--- src/rtl/aes_round_ctrl.sv ---
// rtl/aes_round_ctrl.sv - AES iterative round controller and 128-bit state register
module aes_round_ctrl #(
    parameter int NR = 10
) (
    input  logic         clk,
    input  logic         rst,
    input  logic         in_valid,
    output logic         in_ready,
    input  logic [127:0] load_data,
    input  logic [127:0] round_in,
    output logic         mux_sel,
    output logic [127:0] state_out,
    output logic [3:0]   round_idx,
    output logic [7:0]   rcon,
    output logic         last_round,
    output logic         out_valid,
    input  logic         out_ready,
    output logic [127:0] data_out
);

    typedef enum logic [1:0] {IDLE, RUN, DONE} fsm_t;

    localparam logic [3:0] NR_L = 4'(NR);

    fsm_t         state;
    fsm_t         state_nx;
    logic [127:0] state_reg;

    function automatic logic [7:0] xtime(input logic [7:0] r);
        return {r[6:0], 1'b0} ^ (r[7] ? 8'h1b : 8'h00);
    endfunction

    always_comb begin
        state_nx  = state;
        in_ready  = 1'b0;
        mux_sel   = 1'b1;
        out_valid = 1'b0;
        case (state)
            IDLE: begin
                in_ready = 1'b1;
                mux_sel  = 1'b0;
                if (in_valid) state_nx = RUN;
            end
            RUN: begin
                if (round_idx == NR_L) state_nx = DONE;
            end
            DONE: begin
                out_valid = 1'b1;
                if (out_ready) state_nx = IDLE;
            end
            default: state_nx = IDLE;
        endcase
    end

    always_ff @(posedge clk or posedge rst) begin
        if (rst) begin
            state     <= IDLE;
            state_reg <= '0;
            round_idx <= '0;
            rcon      <= '0;
        end else begin
            state <= state_nx;
            case (state)
                IDLE: begin
                    if (in_valid) begin
                        state_reg <= load_data;
                        round_idx <= 4'd1;
                        rcon      <= 8'h01;
                    end
                end
                RUN: begin
                    state_reg <= round_in;
                    // Counters freeze on the final round so DONE still reports round NR.
                    if (round_idx != NR_L) begin
                        round_idx <= round_idx + 4'd1;
                        rcon      <= xtime(rcon);
                    end
                end
                default: ;
            endcase
        end
    end

    assign state_out  = state_reg;
    assign last_round = (state == RUN) && (round_idx == NR_L);
    assign data_out   = (state == DONE) ? state_reg : '0;

endmodule
--- config.mk ---
export PLATFORM = sky130hd
export DESIGN_NAME = aes_round_ctrl
export DESIGN_NICKNAME = d
export VERILOG_FILES = /design/src/rtl/aes_round_ctrl.sv
export SDC_FILE = /design/constraint.sdc
export NUM_CORES = 1
export LEC_CHECK = 0
export ABC_AREA = 0
export BUFFER_PORTS_ARGS = -buffer_cell sky130_fd_sc_hd__buf_2
export CAP_MARGIN = 20
export CORE_AREA = 3 3 208 210
export CTS_BUF_LIST = sky130_fd_sc_hd__clkbuf_4
export CTS_CLUSTER_DIAMETER = 100
export DETAILED_ROUTE_END_ITERATION = 8
export DIE_AREA = 0 0 211 213
export SYNTH_ARGS = -nofsm -noshare
export SYNTH_HDL_FRONTEND = slang
export SYNTH_SLANG_ARGS = --single-unit
--- constraint.sdc ---
create_clock -name clk -period 3.9 [get_ports clk]
set_clock_uncertainty 0.2 [all_clocks]
set_input_delay 0 -clock clk [delete_from_list [all_inputs] [get_ports clk]]
set_output_delay 0 -clock clk [all_outputs]
set_load 0.05 [all_outputs]
==> results of run 1 <==
## synthesized netlist by cell type (2+ instances only)
| cell | n |
|---|---|
| dfrtp_1 | 142 |
| and2_1 | 129 |
| nand2_1 | 129 |
| mux2i_1 | 127 |
| o21ai_1 | 120 |
| clkbuf_1 | 25 |
| buf_6 | 12 |
| buf_8 | 11 |
| o21ai_0 | 10 |
| buf_2 | 9 |
| a22o_1 | 8 |
| inv_1 | 4 |
| xor2_1 | 3 |
| a21o_1 | 2 |
| and3b_1 | 2 |
| ha_1 | 2 |
| nor2_1 | 2 |
## logic make-up after synthesis
kind of cell | Yosys count
multiplexers | 127
AO/OA/AOI/OAI | 146
flip-flops | 142
buffers and inverters | 63
adder cells (fa/ha/maj) | 2
AND/OR/NAND/NOR | 270
XOR/XNOR | 3
## through the flow
| step | utilization | setup WS [ns] | cell area, um2 | cells |
|---|---|---|---|---|
| floorplan | - | 1.79 | 7500 | 753 |
| global placement | 0.252 | 1.72 | 10500 | 1773 |
| detailed placement | 0.252 | 1.65 | 10500 | 1773 |
==> results.toml, run 1 <==
[logic_synthesis]
synthTopCellsByArea = "dfrtp_1 47%, mux2i_1 17%, and2_1 11%"
synth_top_family_by_area = "simple AND/OR/NAND/NOR gates"
synth_ff_type = "dfrtp_1"
syn_area_mm2 = 0.00749
synth-simple-area-share = 0.183
synthMuxAreaShare = 0.170
ys_ff_latch = 142
synth_nets = 1015
ys_warn_count = 0
synth_top_area_frac = 0.474
synth_compound_area_frac = 0.105
yosysTopAreaCell = "dfrtp_1"
synth.distinct_cells = 33
synth-edff-count = 0
synthAdderAreaFrac = 0.00334
synthArstFlopShare = 1.00
synthCells = 753
syn-mean-instance-area_um2 = 9.95
yosysSeqAreaShare = 0.474
synthXorXnorAreaFrac = 0.00351

[floorplanning]
die_w_um = 211
num_io_pins = 532
start_util = 0.179
die_h_um = 213
rows = 75

[status]
haltStage = "clock tree synthesis (4_1_cts)"
error_message = "[ERROR RSZ-0060] Max buffer count reached."
status = "stopped before the end"

[cts]
cts_made_buffers = 17
post_cts_buffers = 0
clk_path_buf_depth = 2
cts-root-buf = "clkbuf_4"
cts_sinks = 142
htree_levels = 4
cts_hold_buf = 364
ctsResizeCount = 0

[placed_design]
place_congestion = 0.801
port_buffers = 531
hpwl_um = 19900
==> run 2: changes to the inputs <==
CORE_AREA = 3 3 205 207   (was 3 3 208 210)
CTS_BUF_LIST = default   (was sky130_fd_sc_hd__clkbuf_4)
CTS_CLUSTER_DIAMETER = default   (was 100)
DIE_AREA = 0 0 208 210   (was 0 0 211 213)
PLACE_DENSITY_LB_ADDON = 0.15   (was default)
clock period = 5.1 ns   (was 3.9 ns; I/O delays follow)
==> results.toml, run 2 <==
[timing]
fin_crit_sh = 0.568
setup_violations = 0
hold_viol = 0
tightest_slew_ns = 0.975
max_freq_ghz = 0.345
drv_slew = 0
setup_tns_ns = 0
rsz0062_at_grt = "false"
fin_crit_ns = 2.89
relSlewSlack = 0.350

[logic_synthesis]
yosysSeqAreaShare = 0.474
synth.distinct_cells = 33
yosysTopAreaCell = "dfrtp_1"
synth_most_common_cell = "dfrtp_1"
synthArstFlopShare = 1.00
synth_ff_type = "dfrtp_1"
synth_compound_area_frac = 0.105
synthAdderAreaFrac = 0.00334
synthMuxAreaShare = 0.170
syn-mean-instance-area_um2 = 9.95
synth_top_area_frac = 0.474
synth_nets = 1015
syn_area_mm2 = 0.00749
synthCells = 753
synthXorXnorAreaFrac = 0.00351
synth-simple-area-share = 0.183
synth_top_family_by_area = "simple AND/OR/NAND/NOR gates"
synth-edff-count = 0
ys_warn_count = 0
synthTopCellsByArea = "dfrtp_1 47%, mux2i_1 17%, and2_1 11%"
synthTopCellsByCount = "142 x dfrtp_1, 129 x and2_1, 129 x nand2_1"
ys_ff_latch = 142

[cts]
cts-root-buf = "clkbuf_16"
ctsResizeCount = 0
cts_made_buffers = 17
cts_hold_buf = 259
cts_tree = "built"
clk_pin_slew_ns = 0.06
clk_path_buf_depth = 2
clock_latency_ns = 0.43
post_cts_buffers = 0
cts_sinks = 142
htree_levels = 4

[worst_setup_path]
worstPathRequired_ns = 5.19
crit-reg2reg-launch = "state[0]$_DFFE_PP0P_"
worstPathMaxFanout = 54
ff2ff_path_depth = 5
critPathArrivalTime_ns = 2.98
r2r_setup_slack_ns = 2.21
critPathLaunchType = "flip-flop"
crit-reg2reg-capture = "state_out[35]$_DFFE_PP0P_"
path_delay_family = "buffers and inverters"
cpMaxStageDelayCell = "buf_4"
path_cells = "and2b_4 -> buf_4 -> mux2i_1 -> dlygate4sd3_1 -> o21ai_1"
end_kind = "flip-flop"
critPathMaxStageDelay_ns = 0.69
critPathBufInv = 2
worstSetupPathType = "reg2reg"

[floorplanning]
die-area_mm2 = 0.0437
die_h_um = 210
rows = 74
core-area_mm2 = 0.0406
start_util = 0.185
die_w_um = 208
num_io_pins = 532

[drt]
drt-vias-per-instance = 3.95
ant_nets = 0
vias = 8136
drtIter0Drc = 251
wirelength_um = 30500
drc_errors = 0
drt_pass1_iterations = 4
wire_per_inst_um = 14.8

[cells_and_area]
final_cell_mix = "531 x buf_2, 259 x dlygate4sd3_1, 142 x dfrtp_1"
finish.instance_area_mm2 = 0.0137
layout-drive-gt1-share = 0.377
area_delta_synth_final_pct = 82.9
n_fill_cell = 4209
instances_no_fill = 2062
largest_register_ffs = 128
final_common_cell = "buf_2"
fin_nets = 1775

[grt]
grt_pass1_wl_um = 48100
antenna_found_initial = 5
grt_max_degree = 133
grt_pass1_vias = 8551
grtUsageTotal = 0.139
gr-total-overflow = 0

[status]
status = "finished clean"

[placed_design]
hpwl_um = 22300
place_area_mm2 = 0.0105
placed_cells = 1767
port_buffers = 531
place_congestion = 0.776

[power_and_ir_drop]
power_density_mw_per_mm2 = 589
power_leakage_nw = 7.39
ir_worst_vdd_mv = 0.334

[hold_path]
hold_class = "in2reg"
hp-start = "in_valid"
min_path_cells = 5
hold_end = "state_out[42]$_DFFE_PP0P_"

[job]
drv_cap = 0
## run 2: cell counts after synthesis
Identical to the previous run, type by type.
## run 2: per-stage QoR
step / total power, mW / worst slack (ns) / hold slack (ns) / utilization
finish: 8.07 / 2.21 / 0.0581 / 0.338
global route: 8.55 / 2.02 / 0.0809 / 0.338
CTS: 8.19 / 2.16 / 0.0385 / 0.338
global placement: 6.44 / 2.28 / -0.138 / 0.258
floorplan: 5.33 / 1.09 / -0.0451 / -
detailed placement: 6.43 / 2.66 / -0.139 / 0.259
## run 2: cells by family after synthesis
logic type,count (synthesis)
DFF,142
buffers and inverters,63
xor gates and xnor gates,3
adders and majority gates,2
AOI/OAI and AO/OA,146
and+or+nand+nor,270
muxes,127
## run 2: how the worst max path moves through the flow
stage          slack [ns]  depth (start not counted)                  from                   endpoint
6_report             2.21                          5  state[0]$_DFFE_PP0P_  state_out[35]$_DFFE_PP0P_
2_1_floorplan        1.09                          1                   rst        rcon[0]$_DFFE_PP0P_
5_1_grt              2.02                          5  state[0]$_DFFE_PP0P_  state_out[75]$_DFFE_PP0P_
3_5_place_dp         2.66                          4  state[0]$_DFFE_PP0P_  state_out[29]$_DFFE_PP0P_
4_1_cts              2.16                          5  state[0]$_DFFE_PP0P_  state_out[66]$_DFFE_PP0P_
3_3_place_gp         2.28                          4  state[0]$_DFFE_PP0P_               data_out[23]
## run 2: area by class of cell
| class | instances | area, um2 | share of cell area |
|---|---|---|---|
| repair buffers | 799 | 5360 | 0.391 |
| flip-flops and latches | 142 | 3550 | 0.259 |
| clock inverters | 11 | 139 | 0.0101 |
| diodes | 4 | 10.0 | 0.000731 |
| inverters | 5 | 23.8 | 0.00174 |
| multi-input cells | 548 | 3490 | 0.255 |
| clock buffers | 21 | 460 | 0.0336 |
| well taps | 532 | 666 | 0.0486 |
## run 2: worst min-delay path: stages
cell and delay, ns:
buf_2 0.11, o21bai_4 0.05, buf_4 0.29, nand2_1 0.13, o21ai_1 0.05
## run 2: where the power goes
part / leakage [nW] / internal, mW / switching, mW / total [mW]
Sequential: 1.68 / 1.69 / 0.562 / 2.25
Clock: 0.293 / 0.792 / 0.493 / 1.29
Combinational: 5.42 / 1.37 / 3.16 / 4.53
## run 2: per-layer routing
layer,track usage,vias to the layer above,part of all wire
li1,-,4046,-
met2,0.245,341,0.50
met5,0,-,0.00043
met3,0.0354,33,0.068
met4,0.0556,2,0.025
met1,0.162,3714,0.41
Power figures use the tool's default switching activity.
